[src/rtl/instr_fetch_if.sv]
// instr_fetch_if: fetch-stage bus between instr_fetch (master) and memory/hazard/EX logic (slave).
interface instr_fetch_if #(parameter int PC_WIDTH = 32);
    logic [PC_WIDTH-1:0] pc;
    logic [31:0]         instr;
    logic                stall;
    logic                redirect_valid;
    logic [PC_WIDTH-1:0] redirect_target;
    logic [31:0]         if_id_instr;
    logic [PC_WIDTH-1:0] if_id_pc1;
    logic                if_id_valid;
    logic                fetch_fault;
    modport master (
        output pc, if_id_instr, if_id_pc1, if_id_valid, fetch_fault,
        input  instr, stall, redirect_valid, redirect_target
    );
    modport slave (
        input  pc, if_id_instr, if_id_pc1, if_id_valid, fetch_fault,
        output instr, stall, redirect_valid, redirect_target
    );
endinterface

[src/rtl/instr_fetch.sv]
// instr_fetch: PC, IF/ID register, stall/redirect handling and sticky out-of-range fault.
// Optional FETCH_PERF_EN adds saturating perf_fetched / perf_stalls counters.
module instr_fetch #(
    parameter int PC_WIDTH  = 32,
    parameter int RESET_PC  = 0,
    parameter int MEM_DEPTH = 256
) (
    input  logic          clk,
    input  logic          rst_n,
`ifdef FETCH_PERF_EN
    output logic [31:0]   perf_fetched,
    output logic [31:0]   perf_stalls,
`endif
    instr_fetch_if.master bus
);
    localparam logic [PC_WIDTH:0] DEPTH = (PC_WIDTH+1)'(MEM_DEPTH);
    logic [PC_WIDTH-1:0] pc_q, pc_d, if_id_pc1_q, if_id_pc1_d, pc_inc;
    logic [31:0]         if_id_instr_q, if_id_instr_d;
    logic                if_id_valid_q, if_id_valid_d, fetch_fault_q, fetch_fault_d;
    logic                in_range, fetch, bubble;
    always_comb begin
        pc_inc        = pc_q + 1'b1;
        in_range      = {1'b0, pc_q} < DEPTH;
        fetch         = !bus.redirect_valid && !bus.stall && in_range;
        // out-of-range fetch behaves like a redirect bubble but leaves pc parked
        bubble        = bus.redirect_valid || (!bus.stall && !in_range);
        pc_d          = bus.redirect_valid ? bus.redirect_target : fetch ? pc_inc : pc_q;
        if_id_instr_d = fetch ? bus.instr : bubble ? 32'd0 : if_id_instr_q;
        if_id_pc1_d   = fetch ? pc_inc : bubble ? '0 : if_id_pc1_q;
        if_id_valid_d = fetch ? 1'b1 : bubble ? 1'b0 : if_id_valid_q;
        fetch_fault_d = fetch_fault_q || (!bus.redirect_valid && !bus.stall && !in_range);
    end
    always_ff @(posedge clk or negedge rst_n) begin
        if (!rst_n) begin
            pc_q          <= PC_WIDTH'(RESET_PC);
            if_id_instr_q <= '0;
            if_id_pc1_q   <= '0;
            if_id_valid_q <= 1'b0;
            fetch_fault_q <= 1'b0;
        end else begin
            pc_q          <= pc_d;
            if_id_instr_q <= if_id_instr_d;
            if_id_pc1_q   <= if_id_pc1_d;
            if_id_valid_q <= if_id_valid_d;
            fetch_fault_q <= fetch_fault_d;
        end
    end
    assign bus.pc          = pc_q;
    assign bus.if_id_instr = if_id_instr_q;
    assign bus.if_id_pc1   = if_id_pc1_q;
    assign bus.if_id_valid = if_id_valid_q;
    assign bus.fetch_fault = fetch_fault_q;
`ifdef FETCH_PERF_EN
    logic [31:0] fetched_q, fetched_d, stalls_q, stalls_d;
    always_comb begin
        fetched_d = (fetch && fetched_q != '1) ? fetched_q + 1'b1 : fetched_q;
        stalls_d  = (bus.stall && !bus.redirect_valid && stalls_q != '1) ? stalls_q + 1'b1 : stalls_q;
    end
    always_ff @(posedge clk or negedge rst_n) begin
        if (!rst_n) begin
            fetched_q <= '0;
            stalls_q  <= '0;
        end else begin
            fetched_q <= fetched_d;
            stalls_q  <= stalls_d;
        end
    end
    assign perf_fetched = fetched_q;
    assign perf_stalls  = stalls_q;
`endif
endmodule

[src/flat_wrapper.sv]
// flat-port wrapper written by rule: the top's interface ports become plain ports
module instr_fetch_flat 
#(
    parameter int PC_WIDTH  = 32,
    parameter int RESET_PC  = 0,
    parameter int MEM_DEPTH = 256
)
  (clk, rst_n, bus_pc, bus_if_id_instr, bus_if_id_pc1, bus_if_id_valid, bus_fetch_fault, bus_instr, bus_stall, bus_redirect_valid, bus_redirect_target);
  instr_fetch_if #(.PC_WIDTH(PC_WIDTH)) bus_i ();
  input  logic clk;
  input  logic rst_n;
  output wire logic [$bits(bus_i.pc)-1:0] bus_pc;
  output wire logic [$bits(bus_i.if_id_instr)-1:0] bus_if_id_instr;
  output wire logic [$bits(bus_i.if_id_pc1)-1:0] bus_if_id_pc1;
  output wire logic [$bits(bus_i.if_id_valid)-1:0] bus_if_id_valid;
  output wire logic [$bits(bus_i.fetch_fault)-1:0] bus_fetch_fault;
  input wire logic [$bits(bus_i.instr)-1:0] bus_instr;
  input wire logic [$bits(bus_i.stall)-1:0] bus_stall;
  input wire logic [$bits(bus_i.redirect_valid)-1:0] bus_redirect_valid;
  input wire logic [$bits(bus_i.redirect_target)-1:0] bus_redirect_target;
  assign bus_pc = bus_i.pc;
  assign bus_if_id_instr = bus_i.if_id_instr;
  assign bus_if_id_pc1 = bus_i.if_id_pc1;
  assign bus_if_id_valid = bus_i.if_id_valid;
  assign bus_fetch_fault = bus_i.fetch_fault;
  assign bus_i.instr = bus_instr;
  assign bus_i.stall = bus_stall;
  assign bus_i.redirect_valid = bus_redirect_valid;
  assign bus_i.redirect_target = bus_redirect_target;
  instr_fetch #(.PC_WIDTH(PC_WIDTH), .RESET_PC(RESET_PC), .MEM_DEPTH(MEM_DEPTH)) u_core (.clk(clk), .rst_n(rst_n), .bus(bus_i));
endmodule
[config.mk]
export PLATFORM = sky130hd
export DESIGN_NAME = instr_fetch_flat
export DESIGN_NICKNAME = d
export VERILOG_FILES = /design/src/rtl/instr_fetch_if.sv /design/src/rtl/instr_fetch.sv /design/src/flat_wrapper.sv
export SDC_FILE = /design/constraint.sdc
export NUM_CORES = 1
export LEC_CHECK = 0
export CELL_PAD_IN_SITES_DETAIL_PLACEMENT = 0
export CELL_PAD_IN_SITES_GLOBAL_PLACEMENT = 1
export CORE_MARGIN = 3
export CORE_UTILIZATION = 29
export CTS_CLUSTER_DIAMETER = 60
export DETAILED_ROUTE_END_ITERATION = 10
export PLACE_DENSITY = 0.79
export SYNTH_ARGS = -nofsm -noshare
export SYNTH_HDL_FRONTEND = slang
export SYNTH_SLANG_ARGS = --single-unit
export TNS_END_PERCENT = 30
[constraint.sdc]
create_clock -name clk -period 1.6 [get_ports clk]
set_input_delay 0.16 -clock clk [delete_from_list [all_inputs] [get_ports clk]]
set_output_delay 0.16 -clock clk [all_outputs]
set_load 0.005 [all_outputs]
Word level (Yosys, flattened, before mapping)
Cells that the tools add are included.
Widths: inputs -> output; s select.
{"block": "word_totals", "register_bits": 98, "inputBits": 68, "out_inout_bits": 98, "wordCells": 25}
{"block": "classes", "n_addsub": 1, "magnitude_cmp": 1, "muxes": 7, "n_reduce_logical": 11}
{"operator": "$mux 32", "count": 5}
{"operator": "$add 32x1->32 const B", "count": 1}
{"operator": "$lt 32x9->1 const B", "count": 1}
{"operator": "$logic_and 1x1->1", "count": 4}
{"operator": "$reduce_bool 2->1", "count": 2}
{"operator": "$logic_not 1->1", "count": 3}
{"operator": "$logic_or 1x1->1", "count": 2}
{"operator": "$mux 1", "count": 2}

Logic depth before layout (Yosys ltp)
{"block": "depth", "word_depth": 6, "ltp_mapped": 6, "mapped_depth_nobuf": 5}

Least setup slack after synthesis
Ideal clock, no wire load.
{"block": "synth_timing", "kind": "register to register", "startpoint": "register u_core.pc_q[0], in the netlist u_core.bus.pc[0]", "endpoint": "register u_core.pc_q[6], in the netlist u_core.bus.pc[6]", "setup_time_ps": 124, "t_arrival_ps": 1564, "t_required_ps": 1476, "setup_slack_ps": -88, "stages_incl_launch_ff": 6, "path_buffers": 0, "period_less_slack_ps": 1688, "cell_sequence": "dfrtp_1 ha_1 nand3_1 or2_1 o31a_1 o31a_1"}
{"block": "synth_between", "elab_chain_len": 3, "elab_cells_between_ends": 6}
{"item": "start, declared", "line": "instr_fetch.sv:17", "source": "logic [PC_WIDTH-1:0] pc_q, pc_d, if_id_pc1_q, if_id_pc1_d, pc_inc;"}
{"item": "start signal, assigned", "line": "instr_fetch.sv:35", "source": "pc_q <= PC_WIDTH'(RESET_PC);"}
{"item": "start signal, assigned", "line": "instr_fetch.sv:41", "source": "pc_q <= pc_d;"}
{"item": "$add 32x1->32 or $lt 32x9->1 (tied branches)", "line": "instr_fetch.sv:22, instr_fetch.sv:23"}
{"item": "$mux 32 or $logic_and 1x1->1 (tied branches)", "line": "instr_fetch.sv:27, instr_fetch.sv:24"}
{"item": "$mux 32 or $reduce_bool 2->1 (tied branches)"}
Several ways; a longest one is shown, not always the timed one. The select of a mux whose other input is x is not followed.
A chain may end at the register's enable or synchronous reset.

Worst setup path after layout
{"block": "layout_timing", "startpoint": "register u_core.pc_q[17], in the netlist u_core.bus.pc[17]", "endpoint": "register u_core.pc_q[4], in the netlist u_core.bus.pc[4]"}
{"block": "layout_between", "elab_chain_len": 3}
{"item": "$lt 32x9->1", "line": "instr_fetch.sv:23", "source": "in_range = {1'b0, pc_q} < DEPTH;"}
{"item": "$logic_and 1x1->1", "line": "instr_fetch.sv:24", "source": "fetch = !bus.redirect_valid && !bus.stall && in_range;"}
{"item": "$reduce_bool 2->1 (no source line)"}
No other way between the ends.

==> out/results.tsv <==
metric	value	unit
grt_pass1_vias	3854	
violations	setup timing	
ys_top_cells_by_area	dfrtp_1 (60%), nand4_1 (6.1%), mux2_2 (5.5%), a21oi_1 (4.7%), nand2_1 (3.8%)	
place_hpwl	9115	um
seq_area_frac_synth	59.98	%
synthArstFlopShare	100.0	%
diodes	0	
grt_pass1_wl	20750	um
place_congestion	0.7703	
fin_cells	756	
die_area	15560	um2
cp_slowest_stage_delay	0.48	ns
place_inst	730	
grt-ovfl-total	0	
clkTransAtPathRegs	0.07	ns
finalHoldViolations	0	
path_max_fanout	8	
max_freq	553.2	MHz
path_class	reg -> reg	
setup_tns	-2.194	ns
rsz0062_at_grt	true	
worstPathCellList	nor4_2, nand4_1, buf_6, or4_4, a31oi_1	
slew-limit-headroom	71.82	%
via_per_inst	4.980	
die_h	124.7	um
cts_buffer_depth	2	
antenna_found_initial	0	
leakagePower	0.002883	uW
drt-pass1-iter-count	6	
num_io_pins	166	
via_count	3765	
rows	42	
synth_area_leader_cell	dfrtp_1	
htree_num_levels	3	
fill_cells	1198	
end_kind	flip-flop	
cp_slowest_cell	or4_4	
post-place-ws	-0.2321	ns
cts_sinks	98	
yosysWarnings	0	
worstPathArrival	2.07	ns
track_usage	16.45	%
numCtsBuffers	9	
area_growth	68.76	%
setup_viol	44	
fin_crit	1.808	ns
hold_path.class	in -> reg	
drt_iter0_markers	193	
tightest_slew	0.4226	ns
drtAntennaViolNets	0	
coreArea	13510	um2
synth_cells	368	
synth.most_common_cell	dfrtp_1	
start_kind	flip-flop	
start_util	30.28	%
cts_tree	done	
nNetsFinal	644	
portBuffers	165	
layout-drive-gt1-share	22.93	%
clock_skew	0.007516	ns
avgSynthCellArea	11.11	um2
ys_seq_elements	98	
routedWlPerCell	17.39	um
ir_worst_vdd	431.1	uV
max_cap_viol_count	0	
synthesis.nets	437	
clk_latency	0.34	ns
status	finished, violations left	
required	1.86	ns
synth-edff-count	0	
final_min_period_over_clock_period	113.0	%
setup_ws	-0.2078	ns
drt_wl_total	13150	um
synthFlopType	dfrtp_1	
synth_top_cells_by_count	dfrtp_1 (98), nand2_1 (41), nand4_1 (40)	
grt_max_degree	45	
root_buffer	clkbuf_16	
synth_top_area_share	59.98	%
chipWidth	124.7	um
synth.distinct_cells	36	
syn_area	4089	um2
p_per_area	802.1	nW/um2
route.detailed.drc	0	
drv_slew	0	
[final cells by class]
class / instances / area [um2] / area share [%]
inverters: 5 / 18.77 / 0.2720
flip-flops and latches: 98 / 2452 / 35.54
clock inverters: 6 / 42.54 / 0.6165
repair buffers: 229 / 2315 / 33.54
clock buffers: 10 / 239.0 / 3.463
well taps: 176 / 220.2 / 3.191
multi-input cells: 232 / 1613 / 23.37
[cell families after synthesis]
kind of cell	share of synthesized area, %
and+or+nand+nor	18.94
DFF	59.98
AOI/OAI and AO/OA	9.150
buffers and inverters	3.794
muxes	6.334
xor gates and xnor gates	1.499
adders and majority gates	0.3059
[flip-flops by register name (all words and copies together), names as in the netlist]
signal	flops
u_core.bus.fetch_fault	1
u_core.bus.if_id_valid	1
u_core.bus.if_id_instr	32
u_core.bus.if_id_pc1	32
u_core.bus.pc	32
[where the power goes]
part	internal, uW	leakage, uW	total [uW]	switching (uW)
combinational	506	0.00146	850	344
clock	1100	0.000134	2050	951
sequential	2560	0.00129	2640	80.9
total	4160	0.00288	5530	1380
[final timing paths]
path	from	end	slack [ns]	depth (start not counted)
max	u_core.bus.pc[17]	u_core.bus.pc[4]	-0.21	5
min	bus_redirect_valid	u_core.bus.if_id_valid	0.16	2
max reg2reg	u_core.bus.pc[17]	u_core.bus.pc[4]	-0.21	5
min reg2reg	u_core.bus.fetch_fault	u_core.bus.fetch_fault	0.46	1
max in group asynchronous	rst_n	u_core.bus.if_id_instr[25]	0.72	3
min in group asynchronous	rst_n	u_core.bus.pc[22]	0.29	2
[cell usage in the layout (no fill, tap or decap), types with 4 or more instances in the layout]
| master | count |
|---|---|
| mux2_2 | 20 |
| buf_12 | 7 |
| nor4_4 | 4 |
| clkdlybuf4s50_1 | 158 |
| nand2_1 | 41 |
| buf_4 | 47 |
| clkbuf_16 | 12 |
| a31oi_1 | 6 |
| nor2_1 | 11 |
| nand3_1 | 5 |
| nand4_1 | 40 |
| xnor2_1 | 4 |
| a21oi_2 | 15 |
| dfrtp_1 | 98 |
| a21oi_1 | 23 |
| a32o_1 | 4 |
| and3_1 | 24 |
| buf_6 | 5 |
[critical path, delay by kind of cell (launching register included)]
kind	cells	cell delay, ns
DFF	1	0.39
and+or+nand+nor	3	1.00
AOI/OAI and AO/OA	1	0.17
buffers and inverters	1	0.18
[metrics by stage]
step / util [%] / instance area, um2 / hold WS (ns) / power, uW
2_1_floorplan: - / 4091 / -0.1356 / 2907
3_3_place_gp: 46.61 / 6295 / 0.1154 / 3486
3_5_place_dp: 46.61 / 6295 / 0.1255 / 3503
4_1_cts: 49.71 / 6714 / 0.1482 / 5589
5_1_grt: 51.09 / 6900 / 0.1771 / 5780
6_report: 51.09 / 6900 / 0.1581 / 5535
[metal layers]
layer | global-route usage [%] | up-vias | wire length, um
met4 | 5.158 | 0 | 196
met1 | 21.69 | 1886 | 5760
met3 | 3.945 | 16 | 754
li1 | - | 1750 | -
met2 | 26.78 | 113 | 6434
met5 | 0 | - | 0
[what timing repair did]
action,4_1_cts,5_1_grt
hold buffers,1,0
endpoints found under the setup margin,50,54
resized for setup,17,25
gates cloned,1,3
pin swaps,68,22
endpoints found under the hold margin,29,0
buffers inserted,4,1
Note: power is estimated with default switching activity, not from simulation.
==> RTL edit 1: new RTL, config.mk and constraints unchanged <==
`if_id_instr_q` no longer has a reset.
--- a/src/rtl/instr_fetch.sv
+++ b/src/rtl/instr_fetch.sv
@@ -33,17 +33,19 @@
     always_ff @(posedge clk or negedge rst_n) begin
         if (!rst_n) begin
             pc_q          <= PC_WIDTH'(RESET_PC);
-            if_id_instr_q <= '0;
             if_id_pc1_q   <= '0;
             if_id_valid_q <= 1'b0;
             fetch_fault_q <= 1'b0;
         end else begin
             pc_q          <= pc_d;
-            if_id_instr_q <= if_id_instr_d;
             if_id_pc1_q   <= if_id_pc1_d;
             if_id_valid_q <= if_id_valid_d;
             fetch_fault_q <= fetch_fault_d;
         end
+    end
+
+    always_ff @(posedge clk) begin
+        if_id_instr_q <= if_id_instr_d;
     end
     assign bus.pc          = pc_q;
     assign bus.if_id_instr = if_id_instr_q;
Formal check against the unedited RTL: not equivalent (a bounded check fails within 4 cycles, from zero or initial values and one cycle with rst_n low).
==> RTL edit 1 against the unedited design <==
- the run still ends with negative setup slack left
- synthesized cell count down 22%
- sequential share of layout area up 4.2 points
- clock skew down 0.0013 ns
- critical path depth up 1
- cell count down 9.9%
- synthesized area down 3.1%
- worst setup slack worse by 0.075 ns
- sequential cell count unchanged
- routed wire length down 21%
- power up 5.9%
- cell area down 4.6%
- clock power up 8%
- largest cell class unchanged
- largest power group unchanged
==> RTL edit 1: results (changes against the unedited design) <==
outcome:
  run_status: "complete, but fails checks"
  failed_checks: "negative setup slack"
setup_path:
  worst_r2r_endpoint: "u_core.bus.pc[3]"
  timing.critical_path.arrival_ns: 2.15  # +0.08 ns
  crit_path_max_fanout: 9  # +1
  r2r_start: "u_core.bus.pc[26]"
  worst_r2r_path_depth: 6  # +1
detailed_routing:
  drt_pre_antenna_iters: 4  # -2
  drt-initial-drc-count: 99  # -49%
  viasPerCell: 4.421  # -11%
  number_of_vias_in_the_routed_layout: 3011  # -20%
  drt_wl_total_um: 10380  # -21%
cells_and_area:
  antenna_cells_inserted: 0  # unchanged
  filler_cell_count: 1169  # -2.4%
  share_of_cells_above_drive_strength_1_pct: 22.57  # -0.36 points
  fin_nets: 569  # -12%
worst_hold_path:
  timing.hold.worst.class: "in2async"
timing:
  max_slew.worst_pin.slew_ns: 0.4757  # +0.05310 ns
  timing.final.ws_setup_ns: -0.2827  # -0.07488 ns
  timing.clock.skew_ns: 0.006194  # -0.001322 ns
  timing.final.setup_violations: 47  # +6.8%
  finalCriticalPeriod_ns: 1.883  # +0.07488 ns
  hold-worst-slack_ns: 0.3635  # +0.2055 ns
  setup_tns_ns: -10.49  # -8.296 ns
pwr:
  pwr.group.clock_uw: 2220  # +8%
  power_uw: 5860  # +5.9%
  worst_ir_drop_vdd_uv: 407.2  # -5.6%
  total_switching_power_uw: 1316  # -4.4%
  leakage_uw: 0.002696  # -6.5%
place:
  detailed_place_hpwl_um: 7568  # -17%
  pre_cts_worst_setup_slack_ns: -0.3597  # -0.1276 ns
  placed_cells_incl_taps: 661  # -9.5%
  dpl_cell_area_mm2: 0.006150  # -2.3%
  gp_congestion: 0.7626  # -1.0%
  number_of_buffer_cells_added_on_primary_ports: 165  # unchanged
synth:
  synth_cell_type_count: 37  # +2.8%
  post_synth_top_cells: "66 x dfrtp_1, 55 x and2_1, 32 x edfxtp_1"
  synth_edf_count: 32  # +32
  synth.top_cells.by_area: "dfrtp_1 42%, edfxtp_1 24%, and2_1 8.7%"
  synth_fp_nets: 355  # -19%
  syn_avg_cell_area_um2: 13.86  # +25%
  synth_seq_area_share_pct: 65.91  # +5.9 points
  postSynth.asyncResetShare_pct: 67.35  # -33 points
global_routing:
  grt_max_degree: 67  # +49%
  global_route_wire_length_before_repair_um: 15740  # -24%
  grtUsageTotal_pct: 13.50  # -3.0 points
  vias_in_the_first_global_route: 3177  # -18%
clock_network:
  cts_repair_resize_count: 8  # -9
  cts_setup_buffers: 3  # -1
  root_buffer: "clkbuf_16"
  clkSlewWorstSetupHoldPaths_ns: 0.07  # about the same
  number_of_buffers_inserted_for_hold_repair_after_clock_tree_synthesis: 1  # unchanged
## RTL edit 1: cells by family after synthesis
kind of cell               Yosys count  share of synthesized area, %
buffers and inverters               17                         2.367
and+or+nand+nor                    112                         18.69
DFF                                 98                         65.91
AOI/OAI and AO/OA                   28                         4.640
adders and majority gates            1                        0.3156
xor gates and xnor gates             7                         1.547
muxes                               23                         6.534
## RTL edit 1: final cells by class
cell class / instances / area, um2 / area share (%)
Sequential cell: 98 / 2614 / 39.69
Inverter: 3 / 15.01 / 0.2280
Multi-Input combinational cell: 171 / 1318 / 20.01
Clock buffer: 12 / 289.0 / 4.389
Tap cell: 176 / 220.2 / 3.344
Timing Repair Buffer: 217 / 2100 / 31.88
Clock inverter: 4 / 30.03 / 0.4560
## RTL edit 1: worst max-delay path: stages, from the launching register on
cell and delay (ns):
dfrtp_1 0.40, nor4_2 0.29, buf_4 0.17, nand4_4 0.11, buf_12 0.18, or4_1 0.49, a31oi_1 0.16
## RTL edit 1: how the worst max path moves through the flow
| stage | startpoint | to | slack [ns] | cells after the start |
|---|---|---|---|---|
| 2_1_floorplan | u_core.bus.pc[28] | u_core.bus.if_id_instr[10] | -0.16 | 5 |
| 3_3_place_gp | u_core.bus.pc[28] | u_core.bus.pc[5] | -0.26 | 5 |
| 3_5_place_dp | u_core.bus.pc[28] | u_core.bus.pc[3] | -0.36 | 5 |
| 4_1_cts | u_core.bus.pc[26] | u_core.bus.pc[3] | -0.30 | 6 |
| 5_1_grt | u_core.bus.pc[31] | u_core.bus.pc[3] | -0.41 | 6 |
| 6_report | u_core.bus.pc[26] | u_core.bus.pc[3] | -0.28 | 6 |
## RTL edit 1: routing by layer
layer	share of wire (%)	global-route usage [%]	wire, um
met1	43	17.12	4462
met2	45	21.05	4668
met3	10	4.483	1038
met4	2.0	5.948	208
met5	0	0	0
==> RTL edit 2: new RTL, same flow settings <==
Made on the original files. `PC_WIDTH` is set to 32 in 3 places; all go to 36.
--- a/src/rtl/instr_fetch_if.sv
+++ b/src/rtl/instr_fetch_if.sv
@@ -1,5 +1,5 @@
 // instr_fetch_if: fetch-stage bus between instr_fetch (master) and memory/hazard/EX logic (slave).
-interface instr_fetch_if #(parameter int PC_WIDTH = 32);
+interface instr_fetch_if #(parameter int PC_WIDTH = 36);
     logic [PC_WIDTH-1:0] pc;
     logic [31:0]         instr;
     logic                stall;
--- a/src/rtl/instr_fetch.sv
+++ b/src/rtl/instr_fetch.sv
@@ -1,7 +1,7 @@
 // instr_fetch: PC, IF/ID register, stall/redirect handling and sticky out-of-range fault.
 // Optional FETCH_PERF_EN adds saturating perf_fetched / perf_stalls counters.
 module instr_fetch #(
-    parameter int PC_WIDTH  = 32,
+    parameter int PC_WIDTH  = 36,
     parameter int RESET_PC  = 0,
     parameter int MEM_DEPTH = 256
 ) (
--- a/src/flat_wrapper.sv
+++ b/src/flat_wrapper.sv
@@ -1,7 +1,7 @@
 // flat-port wrapper written by rule: the top's interface ports become plain ports
 module instr_fetch_flat 
 #(
-    parameter int PC_WIDTH  = 32,
+    parameter int PC_WIDTH  = 36,
     parameter int RESET_PC  = 0,
     parameter int MEM_DEPTH = 256
 )
Interface: changed (resized bus_if_id_pc1, bus_pc and bus_redirect_target); port bits go from 166 to 178. No check against the original RTL was run, so the function may have changed too.
==> RTL edit 2 against the unedited design <==
- the run still ends with negative setup slack left
- synthesized area rose by 4.0%
- combinational power down 7.3%
- critical path depth down 1
- sequential cell count rose by 8
- worst setup slack improved by 0.18 ns
- cell area decreased by 0.87%
- routed wire length is 12% lower
- power grew 5.1%
- critical endpoint is now u_core.bus.pc[1]
- largest power group unchanged
==> RTL edit 2: results (changes against the unedited design) <==
outcome:
  run_status: "complete, but fails checks"
  failed_checks: "negative setup slack"
cells_and_area:
  final_cell_count_no_fill: 694  # -8.2%
  share_of_cells_above_drive_strength_1_pct: 21.01  # -1.9 points
  fin_nets: 583  # -9.5%
global_routing:
  global_route_wire_length_before_repair_um: 19090  # -8.0%
  vias_in_the_first_global_route: 3549  # -7.9%
place:
  gp_congestion: 0.7858  # +2.0%
  placed_cells_incl_taps: 677  # -7.3%
  pre_cts_worst_setup_slack_ns: -0.05491  # +0.1772 ns
  number_of_buffer_cells_added_on_primary_ports: 177  # +7.3%
  detailed_place_hpwl_um: 8760  # -3.9%
synth:
  synth_fp_nets: 371  # -15%
  post_synth_top_cells: "106 x dfrtp_1, 37 x a22o_1, 30 x and2_1"
  share_of_synthesized_cell_area_in_full_adder_half_adder_and_majority_cells_pct: 0.2941  # -0.012 points
  synth_cell_type_count: 37  # +2.8%
  synth_seq_area_share_pct: 62.35  # +2.4 points
  post_synth_xor_area_fraction_pct: 0.4118  # -1.1 points
  synth_compound_area_share_pct: 13.00  # +3.9 points
  syn_avg_cell_area_um2: 14.28  # +28%
  synth_mux_area_share_pct: 7.147  # +0.81 points
detailed_routing:
  drt_pre_antenna_iters: 4  # -2
  drt-initial-drc-count: 119  # -38%
setup_path:
  critical-path-slowest-cell: "dfrtp_1"
  max_stage_delay_ns: 0.41  # -0.07 ns
  r2r_start: "u_core.bus.pc[12]"
  timing.critical_path.arrival_ns: 1.85  # -0.22 ns
worst_hold_path:
  hold_path_end: "u_core.bus.fetch_fault"
timing:
  timing.final.ws_setup_ns: -0.02559  # +0.1822 ns
  max_slew.worst_pin.slew_ns: 0.4635  # +0.04092 ns
  timing.final.setup_violations: 7  # -84%
pwr:
  worst_ir_drop_vdd_uv: 553.1  # +28%
  leakage_uw: 0.003020  # +4.7%
==> RTL edit 2: cell types whose count changed after synthesis, moves of 7 or more <==
cell and delta:
and2_1 +28, nand4_1 -38, and3_1 -24, nor4_4 +7
nand2_1 -34, a22o_1 +37, nor2_1 -9, buf_2 -8
mux2_2 +7, dfrtp_1 +8, clkbuf_1 -16, a21oi_1 -37
==> RTL edit 2: per-stage QoR <==
stage                     area, um2  hold WS (ns)
after floorplan                4254       -0.1356
after global placement         6499        0.1393
after detailed placement       6499        0.1484
after CTS                      6813        0.1665
after global routing           6840        0.1930
final                          6840        0.1850
==> RTL edit 2: per-layer routing <==
metal / GRT usage [%] / wire length [um] / vias to the layer above
li1: - / - / 1513
met1: 19.28 / 5064 / 1628
met2: 22.57 / 5341 / 127
met3: 4.808 / 847 / 24
met4: 6.688 / 374 / 0
met5: 0 / 0 / -
==> RTL edit 2: cell type report <==
| class | instances | area [um2] | share of cell area (%) |
|---|---|---|---|
| sequential | 106 | 2653 | 38.78 |
| timing repair buffer | 220 | 2168 | 31.70 |
| multi-input combinational | 170 | 1499 | 21.91 |
| clock buffer | 9 | 225.2 | 3.292 |
| tap | 180 | 225.2 | 3.292 |
| clock inverter | 6 | 58.81 | 0.8597 |
| inverter | 3 | 11.26 | 0.1646 |
==> RTL edit 2: worst max path at each step <==
stage,endpoint,cells after the start
final,u_core.bus.pc[1],4
after global routing,u_core.bus.if_id_instr[21],6
after CTS,u_core.bus.pc[1],4
after detailed placement,u_core.bus.pc[2],5
after global placement,u_core.bus.pc[1],7
after floorplan,u_core.bus.pc[1],5
==> RTL edit 2: cells by family (layout without fill, tap and decap cells) <==
family | count (synthesis) | after routing
simple gates | 73 | 73
buf+inv | 22 | 238
mux | 27 | 27
fa+ha+maj | 1 | 1
flops | 106 | 106
xor+xnor | 2 | 2
compound gates | 67 | 67
==> RTL edit 2: what timing repair did <==
item / 4_1_cts / 5_1_grt
setup endpoints to repair: 29 / 54
pin swaps: 12 / 12
buffers inserted: 1 / 0
cloned: 0 / 0
hold buffers: 1 / 0
gates resized for setup: 5 / 7
hold endpoints to repair: 31 / 0
==> RTL edit 2: power breakdown <==
group	internal (uW)	switching (uW)	total, uW
combinational	503	285	788
clock	1200	962	2160
sequential	2770	105	2870
total	4470	1350	5820
==> RTL edit 2: worst max-delay path: cells and delay by family, from the launching register on <==
family | cells | cell delay [ns]
flip-flops | 1 | 0.41
AND/OR/NAND/NOR | 2 | 0.72
AO/OA/AOI/OAI | 2 | 0.37
